===== config.mk =====
export PLATFORM = sky130hd
export DESIGN_NAME = mult_div_unit
export DESIGN_NICKNAME = d
export VERILOG_FILES = /design/src/rtl/mult_div_unit.sv
export SDC_FILE = /design/constraint.sdc
export NUM_CORES = 1
export LEC_CHECK = 0
export CAP_MARGIN = 0
export CELL_PAD_IN_SITES_DETAIL_PLACEMENT = 1
export CELL_PAD_IN_SITES_GLOBAL_PLACEMENT = 2
export CORE_MARGIN = 1
export CORE_UTILIZATION = 37
export CTS_BUF_LIST = sky130_fd_sc_hd__clkbuf_2
export DETAILED_ROUTE_END_ITERATION = 16
export PLACE_DENSITY_LB_ADDON = 0.15
export SLEW_MARGIN = 15
export SYNTH_ARGS = -nofsm -noshare
export SYNTH_HDL_FRONTEND = slang
export SYNTH_SLANG_ARGS = --single-unit

===== constraint.sdc =====
create_clock -name clock -period 9.23 [get_ports clock]
set_input_delay 1.3845 -clock clock [delete_from_list [all_inputs] [get_ports clock]]
set_output_delay 1.3845 -clock clock [all_outputs]
set_load 0.02 [all_outputs]

===== src/rtl/mult_div_unit.sv =====
// mult_div_unit: iterative MIPS-style multiply/divide unit with HI/LO registers.
//
// It handles MULT, MULTU, DIV and DIVU over WIDTH cycles: one shift-add or
// restoring shift-subtract step per cycle, done on operand magnitudes. A
// single FIX cycle then applies sign correction.
//
// Ports:
//   clock        rising-edge clock
//   reset        asynchronous, active-high reset
//   start        operation request; ignored while busy
//   op           00 MULT, 01 MULTU, 10 DIV, 11 DIVU
//   a, b         multiplicand/dividend and multiplier/divisor
//   hi_we, lo_we MTHI/MTLO write enables; only honoured in IDLE when start is low
//   wdata        MTHI/MTLO write data
//   busy         high in RUN, FIX and DONE
//   done         one-cycle completion pulse (DONE state)
//   hi, lo       architectural HI/LO registers
//   div_by_zero  set by a DIV/DIVU with b == 0, cleared by any other completion
module mult_div_unit #(
    parameter int unsigned WIDTH = 32
) (
    input  logic             clock,
    input  logic             reset,
    input  logic             start,
    input  logic [1:0]       op,
    input  logic [WIDTH-1:0] a,
    input  logic [WIDTH-1:0] b,
    input  logic             hi_we,
    input  logic             lo_we,
    input  logic [WIDTH-1:0] wdata,
    output logic             busy,
    output logic             done,
    output logic [WIDTH-1:0] hi,
    output logic [WIDTH-1:0] lo,
    output logic             div_by_zero
);

    localparam int unsigned CNT_W = (WIDTH > 1) ? $clog2(WIDTH) : 1;

    typedef enum logic [1:0] {
        IDLE = 2'd0,
        RUN  = 2'd1,
        FIX  = 2'd2,
        DONE = 2'd3
    } state_t;

    state_t             state_q, state_d;
    logic [CNT_W-1:0]   cnt_q, cnt_d;
    logic [1:0]         op_q, op_d;
    logic               a_neg_q, a_neg_d;
    logic               b_neg_q, b_neg_d;
    logic [WIDTH-1:0]   mcand_q, mcand_d;     // |a| for multiply, |b| (divisor) for divide
    logic [2*WIDTH-1:0] prod_q, prod_d;       // {accumulator/remainder, multiplier/quotient}
    logic [WIDTH-1:0]   hi_q, hi_d;
    logic [WIDTH-1:0]   lo_q, lo_d;
    logic               dbz_q, dbz_d;

    // Operand magnitudes at capture time
    logic               in_signed;
    logic               in_a_neg, in_b_neg;
    logic [WIDTH-1:0]   abs_a, abs_b;

    // Iteration datapath
    logic [WIDTH:0]     mul_sum;
    logic [2*WIDTH-1:0] mul_next;
    logic [WIDTH:0]     div_sh;
    logic [WIDTH-1:0]   div_diff;
    logic               div_ge;
    logic [2*WIDTH-1:0] div_next;

    // Sign fix-up
    logic [2*WIDTH-1:0] prod_neg;
    logic [WIDTH-1:0]   quo, rem;

    always_comb begin
        in_signed = ~op[0];
        in_a_neg  = in_signed & a[WIDTH-1];
        in_b_neg  = in_signed & b[WIDTH-1];
        abs_a     = in_a_neg ? (~a + 1'b1) : a;
        abs_b     = in_b_neg ? (~b + 1'b1) : b;

        // Shift-add: add multiplicand to upper half when the current multiplier
        // bit is set, then shift the whole product right (carry lands at top).
        mul_sum  = {1'b0, prod_q[2*WIDTH-1:WIDTH]} + (prod_q[0] ? {1'b0, mcand_q} : '0);
        mul_next = {mul_sum, prod_q[WIDTH-1:1]};

        // Restoring divide: shift next dividend bit into the partial remainder.
        // When it is >= divisor the true difference is < divisor, so the
        // low WIDTH bits of the subtraction are exact.
        div_sh   = {prod_q[2*WIDTH-1:WIDTH], prod_q[WIDTH-1]};
        div_ge   = (div_sh >= {1'b0, mcand_q});
        div_diff = div_sh[WIDTH-1:0] - mcand_q;
        div_next = {(div_ge ? div_diff : div_sh[WIDTH-1:0]), prod_q[WIDTH-2:0], div_ge};

        prod_neg = ~prod_q + 1'b1;
        // Overflow case (most-negative / -1) falls out naturally: the magnitude
        // quotient is 2^(WIDTH-1), both signs negative, so no negation is applied.
        quo = (a_neg_q ^ b_neg_q) ? (~prod_q[WIDTH-1:0] + 1'b1) : prod_q[WIDTH-1:0];
        rem = a_neg_q ? (~prod_q[2*WIDTH-1:WIDTH] + 1'b1) : prod_q[2*WIDTH-1:WIDTH];
    end

    always_comb begin
        state_d = state_q;
        cnt_d   = cnt_q;
        op_d    = op_q;
        a_neg_d = a_neg_q;
        b_neg_d = b_neg_q;
        mcand_d = mcand_q;
        prod_d  = prod_q;
        hi_d    = hi_q;
        lo_d    = lo_q;
        dbz_d   = dbz_q;

        unique case (state_q)
            IDLE: begin
                if (start) begin
                    op_d    = op;
                    a_neg_d = in_a_neg;
                    b_neg_d = in_b_neg;
                    cnt_d   = '0;
                    if (op[1] && (b == '0)) begin
                        hi_d    = a;
                        lo_d    = '1;
                        dbz_d   = 1'b1;
                        state_d = DONE;
                    end else begin
                        if (op[1]) begin
                            prod_d  = {{WIDTH{1'b0}}, abs_a};
                            mcand_d = abs_b;
                        end else begin
                            prod_d  = {{WIDTH{1'b0}}, abs_b};
                            mcand_d = abs_a;
                        end
                        state_d = RUN;
                    end
                end else begin
                    if (hi_we) hi_d = wdata;
                    if (lo_we) lo_d = wdata;
                end
            end
            RUN: begin
                prod_d = op_q[1] ? div_next : mul_next;
                cnt_d  = cnt_q + 1'b1;
                if (cnt_q == CNT_W'(WIDTH - 1)) state_d = FIX;
            end
            FIX: begin
                if (op_q[1]) begin
                    lo_d = quo;
                    hi_d = rem;
                end else if (a_neg_q ^ b_neg_q) begin
                    hi_d = prod_neg[2*WIDTH-1:WIDTH];
                    lo_d = prod_neg[WIDTH-1:0];
                end else begin
                    hi_d = prod_q[2*WIDTH-1:WIDTH];
                    lo_d = prod_q[WIDTH-1:0];
                end
                dbz_d   = 1'b0;
                state_d = DONE;
            end
            DONE: begin
                state_d = IDLE;
            end
            default: state_d = IDLE;
        endcase
    end

    always_ff @(posedge clock or posedge reset) begin
        if (reset) begin
            state_q <= IDLE;
            cnt_q   <= '0;
            op_q    <= '0;
            a_neg_q <= 1'b0;
            b_neg_q <= 1'b0;
            mcand_q <= '0;
            prod_q  <= '0;
            hi_q    <= '0;
            lo_q    <= '0;
            dbz_q   <= 1'b0;
        end else begin
            state_q <= state_d;
            cnt_q   <= cnt_d;
            op_q    <= op_d;
            a_neg_q <= a_neg_d;
            b_neg_q <= b_neg_d;
            mcand_q <= mcand_d;
            prod_q  <= prod_d;
            hi_q    <= hi_d;
            lo_q    <= lo_d;
            dbz_q   <= dbz_d;
        end
    end

    assign busy        = (state_q != IDLE);
    assign done        = (state_q == DONE);
    assign hi          = hi_q;
    assign lo          = lo_q;
    assign div_by_zero = dbz_q;

endmodule


* Word-level counts from Yosys, hierarchy flattened
Cells that the tools add are included.
W data, S select, Z words.
** Cells by class
- Add/subtract/negate cells :: 8
- $lt $le $gt $ge :: 1
- Eq/ne operators :: 11
- Mux-type cells :: 33
- Bitwise logic cells :: 10
- Reduce and logical (&&, ||, !) cells :: 14
** Operators with widths (count)
- $mux W32 :: 18
- $mux W64 :: 3
- $add A32 B1 Y32 const B :: 4
- $not A32 Y32 :: 4
- $pmux W32 S2 :: 2
- $pmux W64 S2 :: 1
- $add A64 B1 Y64 const B :: 1
- $not A64 Y64 :: 1
- $add A32 B32 Y33 :: 1
- $ge A33 B32 Y1 :: 1
- $logic_not A32 Y1 :: 1
- $sub A32 B32 Y32 :: 1
- $reduce_and A3 Y1 :: 5
- $pmux W5 S2 :: 1
- $ne A3 B3 Y1 const B :: 3
- $ne A2 B2 Y1 const B :: 4
- $pmux W2 S4 :: 1
- $mux W2 :: 3
- $reduce_and A2 Y1 :: 3
- $reduce_bool A2 Y1 :: 3
- $add A5 B1 Y5 const B :: 1
- $eq A5 B5 Y1 const B :: 1
- $mux W5 :: 1
- $eq A2 B2 Y1 const B :: 2
- 8 further kinds :: 11
** Word-level totals
- Register bits after elaboration :: 172
- Bits of input ports :: 103
- Output and inout port bits :: 67
- Logic and storage cells :: 87

* Logic depth before layout (Yosys ltp)
- Depth after elaboration :: 7
- Mapped depth :: 14
- Gate-level depth less buffers :: 13

* Worst setup path after synthesis
OpenSTA, ideal clock, no wires.
- Path type :: input port to flip-flop
- Start point :: in b[21]
- End point :: reg prod_q[61]
- Arrival :: 3879 ps
- Data required time :: 9088 ps
- Path slack :: 5209 ps
- Stages :: 10
- Path through :: or4_4 -> or4_4 -> or4_1 -> o41ai_2 -> buf_4 -> o21ai_2 -> nand2_2 -> nor2_1 -> a32oi_1 -> o311ai_1
** On the way
- Word-level cells in the longest chain between the ends :: 4
** Ends and longest elaborated chain
- start, declared :: line 27 : input logic [WIDTH-1:0] b,
- $logic_not A32 Y1 :: line 121 : if (op[1] && (b == '0)) begin
- $logic_and A1 B1 Y1 :: line 121
- $ne A2 B2 Y1 (no line)
- $reduce_and A3 Y1 (no line)
- end signal, assigned :: line 186 : prod_q <= prod_d;
- end, declared :: line 53 : logic [2*WIDTH-1:0] prod_q, prod_d;
No other way between the ends.
A chain may end at the register's enable or synchronous reset.

* Final worst setup path
- Start point :: in b[7]
- End point :: reg prod_q[44]
Same word-level chain as after synthesis.

==> results.ini <==
[detailed_routing]
vias = 15500
ant_nets = 0
wl_per_cell_microns = 24.4
routed_wl_microns = 63900
drc = 0
viasPerCell = 5.91
drt_first_pass_iters = 5
drt-initial-drc-count = 910

[finish]
drive_gt1_share_pct = 5.56
areaGrowthSynthToFinish_pct = 15.3
fillers = 5035
nets = 2252

[run]
drv_cap = 0

[floorplan]
start_util_pct = 37.5
die_area_sq_um = 42300
pin_count = 170
num_rows = 74
core_sq_um = 40900
die_w_microns = 206
die_h_microns = 206

[sta]
worst_pin_slew_ns = 1.15
finalSetupTns_ns = 0
holdWs_ns = 0.513
slew_viol_final = 0
rsz0062_at_grt = false
slew_headroom_pct = 23.5
skew_ns = 0.0516
fin_crit_sh_pct = 54.9
setup_viol = 0
clock.fmax_ghz = 0.197
period_minus_slack_ns = 5.07
hold_viol_final = 0

[power]
p_seq_share_pct = 21.9
irDropWorstVdd_v = 0.000155
power.share.clock_pct = 7.0
power_density_nw_per_um2 = 404
swShare_pct = 55.2
p_switching_w = 0.00395
combPwrFrac_pct = 71.1
p_int_w = 0.00321
p_leak_nw = 7.50

[synth]
synth_warnings = 0
synth_top_area_cell = dfrtp_1
synthTopCellsByArea = dfrtp_1 (28%), o21ai_0 (6.6%), a21oi_1 (6.6%), ha_1 (6.0%), nor2_1 (5.5%)
yosysTopAreaCellShare_pct = 27.9
ys_seq_area_share_pct = 27.9
syn_nets = 2168
synth_cells = 1989
synth_common_cells = nor2_1 (225), nand2_1 (205), o21ai_0 (204)
synth_ff_type = dfrtp_1
syn_area_sq_um = 15400
synth.avg_cell_area_sq_um = 7.72
ys_ff_latch = 171
synth_cell_types = 82
synthMostInstantiatedCell = nor2_1
ys_async_sr_fraction_pct = 100
synth_edf_count = 0

[placement]
place_congestion = 0.933
dp_hpwl_microns = 50900
io_buffers = 169

[global_routing]
grt_pass1_vias = 15300
antenna_found_initial = 2
grt_overflow = 0
grt_pass1_wl_microns = 96000
track_usage_pct = 30.4
grt_max_degree = 87

[worst_setup_path]
path_max_fanout = 41
cp.required_ns = 10.02
end_kind = flip-flop
cp.arrival_ns = 5.86
critPathKind = input pin to flip-flop
start_kind = input pin

[cts]
post_cts_buffers = 0
cts-resized-gates = 0
cts_buffers = 17
clockBufferDepth = 2
cts_max_level = 4
numClockSinks = 171
clkTransAtPathRegs_ns = 0.27
clk-insertion-delay-late_ns = 0.90
holdBufCountCts = 0
cts_tree = built
cts_root_buffer = clkbuf_2

[run_status]
status = complete, no violations

[hold_path]
hold_path_class = flip-flop to flip-flop

-- flip-flops by register name, indices dropped and copies added (netlist names) --
name	cells
mcand_q	32
state_q	2
cnt_q	5
div_by_zero	1
lo	32
op_q	1
hi	32
b_neg_q	1
a_neg_q	1
prod_q	64
-- area by class of cell --
cell class                      count  area [sq um]  share of cell area [%]
Antenna cell                        1          2.50                  0.0141
Timing Repair Buffer              191          1850                    10.5
Inverter                           62           238                    1.34
Sequential cell                   171          4280                    24.2
Multi-Input combinational cell   1630         10400                    58.7
Clock buffer                       18          90.1                   0.509
Clock inverter                     14           191                    1.08
Tap cell                          532           666                    3.76
-- cell usage in the layout, fill, tap and decap left out, types with 9 or more instances in the layout --
cell / Yosys / final
a21o_1: 27 / 27
a211oi_1: 37 / 37
nand4_1: 13 / 13
nor2b_1: 17 / 17
or4_1: 13 / 13
o211ai_1: 11 / 11
nor4_1: 10 / 10
nand2_1: 205 / 205
a31oi_1: 15 / 15
nand2b_1: 18 / 18
dfrtp_1: 171 / 170
clkdlybuf4s50_1: 0 / 167
a21oi_1: 203 / 203
nand3_1: 17 / 17
clkbuf_2: 0 / 18
a22o_1: 9 / 9
nor2_1: 225 / 224
xnor2_1: 84 / 84
o21ai_0: 204 / 204
mux2_2: 27 / 27
xor2_1: 82 / 81
o41ai_1: 14 / 14
o21a_1: 22 / 22
inv_1: 61 / 60
o22ai_1: 31 / 31
mux2i_1: 61 / 61
nor3_1: 35 / 35
ha_1: 74 / 72
or3_1: 16 / 16
buf_4: 4 / 22
o31ai_1: 25 / 25
-- cell families (layout without fill, tap and decap cells) --
logic type / Yosys count / count (layout) / synth area share (%)
multiplexers: 88 / 88 / 5.95
adder cells (fa/ha/maj): 76 / 76 / 6.29
AO/OA/AOI/OAI: 671 / 671 / 26.6
XOR/XNOR: 166 / 166 / 9.46
AND/OR/NAND/NOR: 629 / 629 / 18.9
flip-flops: 171 / 171 / 27.9
buffers and inverters: 188 / 285 / 4.89
other: 0 / 1 / 0
-- power by group through the flow --
stage	logic, W	clock network [W]	registers, W
after CTS	0.00509	0.000511	0.00156
after global placement	0.00496	0	0.00157
after floorplan	0.00340	0	0.00152
after detailed placement	0.00506	0	0.00158
after global routing	0.00556	0.000536	0.00161
final	0.00509	0.000498	0.00157
-- per-layer routing --
layer	vias up	global-route usage (%)	wire length, microns
met5	-	0	11
met4	2	12.1	2570
met3	88	3.22	2310
met2	354	51.4	30900
met1	7720	39.3	28100
li1	7325	-	-
-- path summary, 6_finish.rpt --
path	cells past startpoint	startpoint	slack [ns]	to
max reg2reg	12	prod_q[35]	4.46	prod_q[48]
min	2	mcand_q[10]	0.51	mcand_q[10]
max	13	b[7]	4.16	prod_q[44]
min reg2reg	2	mcand_q[10]	0.51	mcand_q[10]
min in group asynchronous	2	reset	0.80	prod_q[63]
max in group asynchronous	3	reset	7.12	lo[14]
-- critical path, stage by stage --
cell and delay, ns:
clkdlybuf4s50_1 0.48, or4_4 0.57, or4_4 0.43, or4_1 0.64
o41ai_4 0.59, buf_6 0.24, buf_4 0.38, o21ai_2 0.09
buf_4 0.28, nand2_2 0.24, nor2_1 0.19, a22oi_1 0.21
o21ai_0 0.11
-- metrics by stage --
stage	setup slack (ns)	cell area (sq um)	total power (W)	std cells	util (%)
after floorplan	3.21	15400	0.00492	1989	-
after global placement	3.11	17400	0.00652	2585	42.5
after detailed placement	2.96	17400	0.00664	2585	42.5
after CTS	3.97	17700	0.00716	2617	43.2
after global routing	4.02	17700	0.00770	2619	43.3
final	4.16	17700	0.00716	2619	43.3
Power figures use the tool's default switching activity.
